**src/rtl/lcd_pkg.sv**
```systemverilog
// Shared definitions for the character-LCD controller: HD44780 command bytes,
// DDRAM row base addresses, main FSM state encoding and the post-write wait
// selector.
package lcd_pkg;

  localparam logic [7:0] CMD_CLEAR     = 8'h01;
  localparam logic [7:0] CMD_ENTRY     = 8'h06;  // increment, no shift
  localparam logic [7:0] CMD_DISP_ON   = 8'h0C;  // display on, cursor off
  localparam logic [7:0] CMD_FUNC_BASE = 8'h20;  // function set, DL=0
  localparam logic [7:0] CMD_SET_DDRAM = 8'h80;
  localparam logic [7:0] CMD_WAKE      = 8'h30;  // wake-up write during init
  localparam logic [7:0] CMD_4BIT      = 8'h20;  // switch interface to 4 bits

  localparam logic [7:0] FUNC_DL = 8'h10;  // 8-bit interface
  localparam logic [7:0] FUNC_N  = 8'h08;  // two-line display

  typedef enum logic [2:0] {
    StPwrWait,
    StInit,
    StIdle,
    StXfer,
    StExecWait
  } lcd_state_e;

  typedef enum logic [1:0] {
    WaitCmd,
    WaitClr,
    WaitInit1
  } wait_sel_e;

  // Wide panels (more than 20 columns) only have two DDRAM lines.
  function automatic logic [6:0] row_base(input logic [1:0] row, input logic wide);
    logic [6:0] base;
    if (wide) begin
      base = row[0] ? 7'h40 : 7'h00;
    end else begin
      case (row)
        2'd0:    base = 7'h00;
        2'd1:    base = 7'h40;
        2'd2:    base = 7'h14;
        default: base = 7'h54;
      endcase
    end
    return base;
  endfunction

endpackage

```
**src/rtl/lcd_bus_xfer.sv**
```systemverilog
// One LCD bus write with HD44780 setup/strobe/hold timing.
// A write is one or two units; each unit: RS/DB driven at cycle 0, E high
// from cycle T_AS for T_PW cycles, then T_H cycles with E low.
// 4-bit bus sends byte[7:4] then byte[3:0] unless nibble_only (byte[7:4] only).
// Ports:
//   clk, rst      clock, synchronous active-high reset
//   start         begin a write (sampled only while idle)
//   rs, data      register select and byte to send
//   nibble_only   4-bit bus: send only data[7:4] (ignored on 8-bit bus)
//   lcd_rs/lcd_e/lcd_db  board pins
//   done          high in the final cycle of the write
module lcd_bus_xfer #(
  parameter int unsigned BUS_W = 4,
  parameter int unsigned T_AS  = 2,
  parameter int unsigned T_PW  = 12,
  parameter int unsigned T_H   = 2
) (
  input  logic             clk,
  input  logic             rst,
  input  logic             start,
  input  logic             rs,
  input  logic [7:0]       data,
  input  logic             nibble_only,
  output logic             lcd_rs,
  output logic             lcd_e,
  output logic [BUS_W-1:0] lcd_db,
  output logic             done
);

  localparam int unsigned Unit = T_AS + T_PW + T_H;
  localparam int unsigned CntW = (Unit > 1) ? $clog2(Unit + 1) : 1;
  localparam logic [CntW-1:0] EOn   = CntW'(T_AS);
  localparam logic [CntW-1:0] EOff  = CntW'(T_AS + T_PW);
  localparam logic [CntW-1:0] Last  = CntW'(Unit - 1);

  logic             active_q, active_d;
  logic [CntW-1:0]  cnt_q, cnt_d;
  logic             second_q, second_d;
  logic [BUS_W-1:0] low_q, low_d;
  logic             rs_q, rs_d;
  logic [BUS_W-1:0] db_q, db_d;
  logic             e_q, e_d;

  logic [BUS_W-1:0] first_part, low_part;
  logic             two_units;

  if (BUS_W == 8) begin : g_bus8
    assign first_part = data;
    assign low_part   = data;
    assign two_units  = 1'b0;
  end else begin : g_bus4
    assign first_part = data[7:4];
    assign low_part   = data[3:0];
    assign two_units  = !nibble_only;
  end

  always_comb begin
    active_d = active_q;
    cnt_d    = cnt_q;
    second_d = second_q;
    low_d    = low_q;
    rs_d     = rs_q;
    db_d     = db_q;
    done     = 1'b0;
    if (start && !active_q) begin
      active_d = 1'b1;
      cnt_d    = '0;
      rs_d     = rs;
      db_d     = first_part;
      low_d    = low_part;
      second_d = two_units;
    end else if (active_q) begin
      if (cnt_q == Last) begin
        if (second_q) begin
          cnt_d    = '0;
          second_d = 1'b0;
          db_d     = low_q;
        end else begin
          active_d = 1'b0;
          done     = 1'b1;
        end
      end else begin
        cnt_d = cnt_q + 1'b1;
      end
    end
    // E is registered from the next count so it stays glitch-free on the pin.
    e_d = active_d && (cnt_d >= EOn) && (cnt_d < EOff);
  end

  always_ff @(posedge clk) begin
    if (rst) begin
      active_q <= 1'b0;
      cnt_q    <= '0;
      second_q <= 1'b0;
      low_q    <= '0;
      rs_q     <= 1'b0;
      db_q     <= '0;
      e_q      <= 1'b0;
    end else begin
      active_q <= active_d;
      cnt_q    <= cnt_d;
      second_q <= second_d;
      low_q    <= low_d;
      rs_q     <= rs_d;
      db_q     <= db_d;
      e_q      <= e_d;
    end
  end

  assign lcd_rs = rs_q;
  assign lcd_e  = e_q;
  assign lcd_db = db_q;

endmodule

```
**src/rtl/lcd_char_ctrl.sv**
```systemverilog
// HD44780-class character LCD controller (write-only).
// Runs the power-up init sequence, then serves clear, goto and a valid/ready
// character stream while tracking the cursor with deferred line wrap.
// Ports:
//   clk, rst                 clock, synchronous active-high reset
//   char_valid/char_data     character stream in; char_ready accepts
//   clear_req                clear display, cursor to (0,0)
//   goto_req/goto_row/col    move cursor (clamped to the geometry)
//   init_done                sticky once init completes
//   busy                     high whenever not idle
//   cur_row/cur_col          cursor position
//   lcd_rs/lcd_rw/lcd_e/lcd_db  board pins (lcd_rw tied low)
module lcd_char_ctrl
  import lcd_pkg::*;
#(
  parameter int unsigned BUS_W   = 4,
  parameter int unsigned ROWS    = 2,
  parameter int unsigned COLS    = 16,
  parameter int unsigned T_PWR   = 750000,
  parameter int unsigned T_AS    = 2,
  parameter int unsigned T_PW    = 12,
  parameter int unsigned T_H     = 2,
  parameter int unsigned T_INIT1 = 205000,
  parameter int unsigned T_CMD   = 2000,
  parameter int unsigned T_CLR   = 82000
) (
  input  logic             clk,
  input  logic             rst,
  input  logic             char_valid,
  input  logic [7:0]       char_data,
  output logic             char_ready,
  input  logic             clear_req,
  input  logic             goto_req,
  input  logic [1:0]       goto_row,
  input  logic [5:0]       goto_col,
  output logic             init_done,
  output logic             busy,
  output logic [1:0]       cur_row,
  output logic [5:0]       cur_col,
  output logic             lcd_rs,
  output logic             lcd_rw,
  output logic             lcd_e,
  output logic [BUS_W-1:0] lcd_db
);

  // Counters load T-1 and leave their state when they reach zero.
  localparam logic [31:0] WaitPwr   = 32'(T_PWR - 1);
  localparam logic [31:0] WaitInit  = 32'(T_INIT1 - 1);
  localparam logic [31:0] WaitCmdV  = 32'(T_CMD - 1);
  localparam logic [31:0] WaitClrV  = 32'(T_CLR - 1);

  localparam logic [1:0] LastRow = 2'(ROWS - 1);
  localparam logic [5:0] ColsV   = 6'(COLS);
  localparam logic [5:0] LastCol = 6'(COLS - 1);
  localparam logic       Wide    = (COLS > 20);
  localparam logic [7:0] CmdFunc = CMD_FUNC_BASE | ((BUS_W == 8) ? FUNC_DL : 8'h00)
                                   | ((ROWS > 1) ? FUNC_N : 8'h00);
  localparam logic [2:0] LastStep = 3'd7;

  lcd_state_e  state_q, state_d;
  logic [31:0] wait_q, wait_d;
  logic [2:0]  step_q, step_d;
  logic        init_done_q, init_done_d;
  logic [1:0]  row_q, row_d;
  logic [5:0]  col_q, col_d;
  logic        pend_q, pend_d;
  logic [7:0]  pend_data_q, pend_data_d;
  wait_sel_e   xwait_q, xwait_d;

  logic        x_start, x_rs, x_nib, x_done;
  logic [7:0]  x_data;

  logic [7:0]  rom_data;
  logic        rom_nib;
  wait_sel_e   rom_wait;

  logic [1:0]  next_row, goto_row_c;
  logic [5:0]  goto_col_c;
  logic [6:0]  goto_addr;
  logic [31:0] exec_len;

  // Init ROM; steps 0..3 are single-nibble writes on a 4-bit bus.
  always_comb begin
    rom_data = CMD_CLEAR;
    rom_nib  = 1'b0;
    rom_wait = WaitCmd;
    case (step_q)
      3'd0: begin
        rom_data = CMD_WAKE;
        rom_nib  = 1'b1;
        rom_wait = WaitInit1;
      end
      3'd1, 3'd2: begin
        rom_data = CMD_WAKE;
        rom_nib  = 1'b1;
      end
      3'd3: begin
        rom_data = CMD_4BIT;
        rom_nib  = 1'b1;
      end
      3'd4:    rom_data = CmdFunc;
      3'd5:    rom_data = CMD_DISP_ON;
      3'd6:    rom_data = CMD_ENTRY;
      default: rom_wait = WaitClr;
    endcase
  end

  always_comb begin
    case (xwait_q)
      WaitClr:   exec_len = WaitClrV;
      WaitInit1: exec_len = WaitInit;
      default:   exec_len = WaitCmdV;
    endcase
  end

  assign next_row   = (row_q >= LastRow) ? 2'd0 : row_q + 2'd1;
  assign goto_row_c = (goto_row > LastRow) ? LastRow : goto_row;
  assign goto_col_c = (goto_col > LastCol) ? LastCol : goto_col;
  assign goto_addr  = row_base(goto_row_c, Wide) + {1'b0, goto_col_c};

  assign char_ready = (state_q == StIdle) && !clear_req && !goto_req;

  always_comb begin
    state_d     = state_q;
    wait_d      = wait_q;
    step_d      = step_q;
    init_done_d = init_done_q;
    row_d       = row_q;
    col_d       = col_q;
    pend_d      = pend_q;
    pend_data_d = pend_data_q;
    xwait_d     = xwait_q;
    x_start     = 1'b0;
    x_rs        = 1'b0;
    x_data      = 8'h00;
    x_nib       = 1'b0;
    case (state_q)
      StPwrWait: begin
        if (wait_q == 32'd0) state_d = StInit;
        else wait_d = wait_q - 32'd1;
      end
      StInit: begin
        x_start = 1'b1;
        x_data  = rom_data;
        x_nib   = rom_nib;
        xwait_d = rom_wait;
        state_d = StXfer;
      end
      StIdle: begin
        if (clear_req) begin
          x_start = 1'b1;
          x_data  = CMD_CLEAR;
          xwait_d = WaitClr;
          row_d   = 2'd0;
          col_d   = 6'd0;
          state_d = StXfer;
        end else if (goto_req) begin
          x_start = 1'b1;
          x_data  = CMD_SET_DDRAM | {1'b0, goto_addr};
          xwait_d = WaitCmd;
          row_d   = goto_row_c;
          col_d   = goto_col_c;
          state_d = StXfer;
        end else if (char_valid) begin
          x_start = 1'b1;
          xwait_d = WaitCmd;
          state_d = StXfer;
          if (col_q == ColsV) begin
            // Deferred wrap: reposition first, the character follows the wait.
            x_data      = CMD_SET_DDRAM | {1'b0, row_base(next_row, Wide)};
            pend_d      = 1'b1;
            pend_data_d = char_data;
            row_d       = next_row;
            col_d       = 6'd1;
          end else begin
            x_rs   = 1'b1;
            x_data = char_data;
            col_d  = col_q + 6'd1;
          end
        end
      end
      StXfer: begin
        if (x_done) begin
          wait_d  = exec_len;
          state_d = StExecWait;
        end
      end
      StExecWait: begin
        if (wait_q != 32'd0) begin
          wait_d = wait_q - 32'd1;
        end else if (!init_done_q) begin
          if (step_q == LastStep) begin
            init_done_d = 1'b1;
            state_d     = StIdle;
          end else begin
            // An 8-bit bus has no nibble-mode switch step.
            step_d  = (BUS_W == 8 && step_q == 3'd2) ? 3'd4 : step_q + 3'd1;
            state_d = StInit;
          end
        end else if (pend_q) begin
          x_start = 1'b1;
          x_rs    = 1'b1;
          x_data  = pend_data_q;
          xwait_d = WaitCmd;
          pend_d  = 1'b0;
          state_d = StXfer;
        end else begin
          state_d = StIdle;
        end
      end
      default: state_d = StPwrWait;
    endcase
  end

  always_ff @(posedge clk) begin
    if (rst) begin
      state_q     <= StPwrWait;
      wait_q      <= WaitPwr;
      step_q      <= 3'd0;
      init_done_q <= 1'b0;
      row_q       <= 2'd0;
      col_q       <= 6'd0;
      pend_q      <= 1'b0;
      pend_data_q <= 8'h00;
      xwait_q     <= WaitCmd;
    end else begin
      state_q     <= state_d;
      wait_q      <= wait_d;
      step_q      <= step_d;
      init_done_q <= init_done_d;
      row_q       <= row_d;
      col_q       <= col_d;
      pend_q      <= pend_d;
      pend_data_q <= pend_data_d;
      xwait_q     <= xwait_d;
    end
  end

  lcd_bus_xfer #(
    .BUS_W (BUS_W),
    .T_AS  (T_AS),
    .T_PW  (T_PW),
    .T_H   (T_H)
  ) u_bus (
    .clk         (clk),
    .rst         (rst),
    .start       (x_start),
    .rs          (x_rs),
    .data        (x_data),
    .nibble_only (x_nib),
    .lcd_rs      (lcd_rs),
    .lcd_e       (lcd_e),
    .lcd_db      (lcd_db),
    .done        (x_done)
  );

  assign init_done = init_done_q;
  assign busy      = (state_q != StIdle);
  assign cur_row   = row_q;
  assign cur_col   = col_q;
  assign lcd_rw    = 1'b0;

endmodule
```
**config.mk**
```make
export PLATFORM = sky130hd
export DESIGN_NAME = lcd_char_ctrl
export DESIGN_NICKNAME = d
export VERILOG_FILES = /design/src/rtl/lcd_pkg.sv /design/src/rtl/lcd_bus_xfer.sv /design/src/rtl/lcd_char_ctrl.sv
export SDC_FILE = /design/constraint.sdc
export NUM_CORES = 1
export LEC_CHECK = 0
export ABC_CLOCK_PERIOD_IN_PS = 2400
export BUFFER_PORTS_ARGS = -buffer_cell sky130_fd_sc_hd__buf_4
export CORE_AREA = 2 2 122 124
export CTS_BUF_LIST = sky130_fd_sc_hd__clkbuf_8 sky130_fd_sc_hd__clkbuf_16
export DETAILED_ROUTE_END_ITERATION = 16
export DIE_AREA = 0 0 124 126
export SKIP_LAST_GASP = 1
export SLEW_MARGIN = 20
export SYNTH_ARGS = -nofsm -noshare
export SYNTH_HDL_FRONTEND = slang
export SYNTH_SLANG_ARGS = --single-unit
```
**constraint.sdc**
```tcl
create_clock -name clk -period 2.4 [get_ports clk]
set_input_delay 0.12 -clock clk [delete_from_list [all_inputs] [get_ports clk]]
set_output_delay 0.12 -clock clk [all_outputs]
set_load 0.05 [all_outputs]
```
# After elaboration in Yosys (flattened, before gate mapping)
# Index checks and enable logic that the tools add are counted.
word_totals:
  wordCells: 188
  input_bits: 21
  regBits: 75
  output_inout_bits: 18
classes:
  bitwise: 5
  muxes: 87
  order_cmp: 5
  addsub: 6
  n_eq_ne: 32
  reduce_logical: 37
op_table:
  columns: ["cell", "count"]
  rows:
  - ["$mux W32", 3]
  - ["$pmux W32 S3", 1]
  - ["$mux W8", 7]
  - ["$pmux W7 S3", 2]
  - ["$pmux W18 S2", 1]
  - ["$logic_not A32 Y1", 1]
  - ["$mux W1", 32]
  - ["$reduce_bool A32 Y1", 1]
  - ["$sub A32 B1 Y32 const B", 1]
  - ["$mux W6", 5]
  - ["$pmux W6 S5", 1]
  - ["$mux W2", 13]
  - ["$pmux W8 S3", 1]
  - ["$mux W3", 7]
  - ["$mux W5", 4]
  - ["$ne A2 B2 Y1 const B", 9]
  - ["$mux W4", 4]
  - ["$eq A3 B3 Y1 const B", 5]
  - ["$pmux W3 S5", 1]
  - ["$eq A3 B2 Y1 const B", 4]
  - ["$reduce_and A4 Y1", 3]
  - ["$reduce_bool A3 Y1", 4]
  - ["$reduce_and A5 Y1", 2]
  - ["$reduce_bool A2 Y1", 4]
  - ["33 further kinds", 56]

# Longest topological paths before layout
logic_depth:
  depth_word: 10
  ltp_mapped: 9
  depth_no_buf: 8

# Hierarchy
# From an unflattened synthesis, not the netlist that was laid out.
unflattened:
  hier_cells: 565
  area_unflattened_um2: 4579.4
by_module_without_submodules:
  columns: ["module", "instances", "cells_each", "area_each_um2", "seq_area_each_um2"]
  rows:
  - ["lcd_char_ctrl", 1, 476, 3826.2, 1161.1]
  - ["lcd_bus_xfer", 1, 89, 753.2, 340.3]

# Worst setup path before layout
# OpenSTA, ideal clock, no wires.
synth_path:
  path_kind: "reg-to-reg"
  from: "reg wait_q[8]"
  to: "reg xwait_q[1]"
  t_arrival_ns: 2.499
  required_time_ns: 2.330
  n_path_buf: 2
  setup_ns: 0.070
  stages_incl_launch_ff: 9
  setup_slack_ns: -0.170
  synth_period_minus_slack_ns: 2.570
  cell_sequence: "dfxtp_1 or3_1 buf_2 or4_4 nor4_4 buf_6 nor3_2 or4b_1 a21oi_1"
synth_via:
  elab_chain_cells: 3
synth_lines:
  columns: ["element", "line", "rtl"]
  rows:
  - ["from (decl)", "lcd_char_ctrl.sv:61", "logic [31:0] wait_q, wait_d;"]
  - ["from (signal assigned)", "lcd_char_ctrl.sv:218", "wait_q <= WaitPwr;"]
  - ["from (signal assigned)", "lcd_char_ctrl.sv:228", "wait_q <= wait_d;"]
  - ["$reduce_bool A32 Y1", "lcd_char_ctrl.sv:189", "if (wait_q != 32'd0) begin"]
  - ["$ne A2 B2 Y1 (no source line)", null, null]
  - ["$reduce_and A5 Y1 (no source line)", null, null]
  - ["to (signal assigned)", "lcd_char_ctrl.sv:225", "xwait_q <= WaitCmd;"]
  - ["to (signal assigned)", "lcd_char_ctrl.sv:235", "xwait_q <= xwait_d;"]
  - ["to (decl)", "lcd_char_ctrl.sv:68", "wait_sel_e xwait_q, xwait_d;"]
# Every way passes these cells.
# A chain may end at the register's enable or synchronous reset.

# Final worst setup path
layout_path:
  from: "reg wait_q[13]"
  to: "reg wait_q[13]"
layout_via:
  elab_chain_cells: 7
  elab_cells_between_ends: 14
  cone_classes: "add/sub: 1; eq/ne: 3; mux: 6; reduce/logical: 4"
layout_lines:
  columns: ["element"]
  rows:
  - ["branches (longest 7 deep; another with $sub A32 B1 Y32)"]
# Several ways; the timed one is not identified. The select of a mux whose other input is x is not followed.

==> metrics <==
top routing layer in use=met4; Avg Vias per Cell=5.20; Hold WC Path Type=in2reg; Iter 0 DRT Violations=270; crit share post-route=1.07; EDFF count, synth=0; via count=approximately 4300; antenna violations before repair=0; core area=approximately 14000 µm²; dpl cell area=roughly 5300 µm²; gr ovfl total=0; Total Routing Usage GR=0.157; Place WS=-0.219 ns; crit-path max FO=3; post-synthesis cell area=roughly 4200 µm²; Die Y=around 130 µm; hold_ws=roughly 0.031 ns; DRT met1 WL=5600 µm; Primary FF master, synth=dfxtp_1; final max-slew violation count=0; crit path DAT=approximately 2.8 ns; worst r2r path cells=8; hold bufs inserted after CTS=0; Max Buffers Root-to-Sink=2; number of global-route vias before repair=just over 4000; post-DP HPWL=8860 µm; worst-path cell chain=or4_4, or4_4, buf_6, o31ai_4, buf_6, nor2_1, or3_1, a31o_2; Rel. slew slack=0.563; endpoints failing setup=23; share of layout cells above drive strength 1=0.312; DRC=0; htree depth=3; yosys warns=0; FF+latch count, synth=75; cell taking the most area after synthesis=dfxtp_1; Layout Skew=0.00916 ns; first-pass GRT wire length=slightly below 20000 µm; NumNets Final=between 600 and 700; Crit. End Element=flip-flop; First-pass DRT Iterations=5; routed len/inst=14.8 µm; most frequent cells after synthesis=dfxtp_1, nor2_1, nand2_1; post-synth top area share=0.354; unique cell type count in the Yosys netlist=between 60 and 70; most common cell in the netlist=dfxtp_1; DRT antenna net count=0; Design Power=around 2.9 mW; RD Place Congestion=roughly 0.88; status=complete, but fails checks; I/O pin count=39; Slew @ Worst Pin=about 0.66 ns; CTS buffer count=9; Fillers=around 1500; CTS Sinks=between 70 and 80; Fin Setup TNS=-1.89 ns; CP peak stage delay=~0.55 ns; Worst VDD drop=around 0.33 mV; crit path from=wait_q[13]$_SDFFE_PP1P_; die extent in x=approximately 120 µm; critical path class=reg2reg; worst-skew pair later-pin latency=around 0.35 ns; Final Hold Viols=0; die area=~16000 µm²; PnR worst setup slack=-0.171 ns; Worst R2R Start=wait_q[13]$_SDFFE_PP1P_; Reg clk slew, reported paths=~0.060 ns; failing checks=negative setup slack; TritonCTS clock tree=done; Synth async-reset ratio=0; post-route cell area=approximately 6000 µm²; max cap viols=0; Crit-path slowest cell=or4_4; Leak=approximately 2.3 nW; clk root buf=clkbuf_16; post-layout min period=2.57 ns; unrepaired setup endpoints after global routing=true; Fmax achieved=0.389 GHz; Required @ worst endpoint=2.64 ns; Hold Path Cell Cnt=3; Initial Util=0.297; Hold Crit Start=char_data[7]; # diodes=0; num rows=between 40 and 50; Pwr Density=483 nW/µm²; WL met2=approximately 6000 µm; PortBufs=37; sequential-to-total area share from yosys stat=0.354; wire length on met3=548 µm; Post-Route WL=12400 µm; largest net degree at the start of global routing=between 40 and 50; Syn Inst Count=roughly 530; Critical Path Start Type=flip-flop; Mean Syn Cell Area=a little over 8 µm²; Area Overhead vs Synth=41.0%; top post-synthesis cells by area=dfxtp_1, ha_1, nor2_1, a21oi_1, nand2_1
==> sequential cells by signal, indices dropped and copies added (netlist names), 2 cells and up <==
register,count
wait_q,32
cur_row,2
u_bus.low_q,4
state_q,3
pend_data_q,8
cur_col,6
u_bus.cnt_q,5
xwait_q,2
u_bus.lcd_db,4
step_q,3
==> final timing paths <==
kind,endpoint,slack (ns)
setup / recovery,wait_q[13]$_SDFFE_PP1P_,-0.17
hold / removal,pend_data_q[7]$_SDFFE_PP0P_,0.03
setup reg to reg,wait_q[13]$_SDFFE_PP1P_,-0.17
hold reg to reg,u_bus.lcd_rs$_SDFFE_PP0P_,0.45
==> power breakdown <==
| part | total, mW | switching, mW | internal (mW) |
|---|---|---|---|
| combinational | 0.141 | 0.0804 | 0.0605 |
| sequential | 1.25 | 0.00321 | 1.25 |
| clock | 1.50 | 0.578 | 0.917 |
==> worst max-delay path: cells and delay by family, from the launching register on <==
family | cells | cell delay [ns]
AND/OR/NAND/NOR | 4 | 1.36
AO/OA/AOI/OAI | 2 | 0.50
flip-flops | 1 | 0.31
buffers and inverters | 2 | 0.30
==> per-stage QoR <==
step           utilization  std cells
2_1_floorplan            -        528
3_3_place_gp         0.367        802
3_5_place_dp         0.368        802
4_1_cts              0.396        824
5_1_grt              0.418        835
6_report             0.418        835
==> placed cells by master (no fill, tap or decap), types with 3 or more instances in the layout <==
master     count
nor2b_1        4
o31ai_4        3
buf_4        122
nand3b_1       4
nand2_1       47
ha_1          19
nor4_1        11
inv_1         18
nor3_2         4
a21o_1         6
a22oi_1        3
nand2b_1       3
o31ai_1        3
nor2_2         3
xor2_1         9
or2_2          8
conb_1         4
a21oi_1       40
a211oi_1      14
and3_1         4
nor3_1        11
clkbuf_16      9
xnor2_1       16
a211oi_2       8
o21ai_0       16
or3_1         11
nor4_4         3
mux2i_1        5
dfxtp_1       75
buf_6          9
nand3_1       15
nand4_1        7
a211o_1        3
or4_4          5
nor2_1        60
a31oi_1        3
==> timing repair <==
action                                  4_1_cts  5_1_grt
pin swaps                                     4       22
setup buffers                                 5       10
endpoints found under the setup margin       19       49
resized for setup                            12       42
gates cloned                                  1        2
==> final cells by class <==
type	count	area, µm²	share of cell area
multi-input combinational	411	2840	0.475
sequential	75	1500	0.251
timing repair buffer	131	1020	0.170
tap	184	230	0.0385
clock buffer	9	225	0.0376
clock inverter	7	101	0.0169
inverter	18	67.6	0.0113
==> layer usage <==
layer / vias up / track usage
met2: 103 / 0.253
met5: - / 0
met4: 0 / 0.0482
li1: 2162 / -
met1: 2058 / 0.202
met3: 23 / 0.0439
==> cells by family after synthesis <==
logic type	share of synthesized area
AOI/OAI and AO/OA	0.207
xor gates and xnor gates	0.0536
adders and majority gates	0.0560
buffers and inverters	0.0421
DFF	0.354
muxes	0.0171
other	0.000883
and+or+nand+nor	0.270
Note: power is estimated with default switching activity, not from simulation.
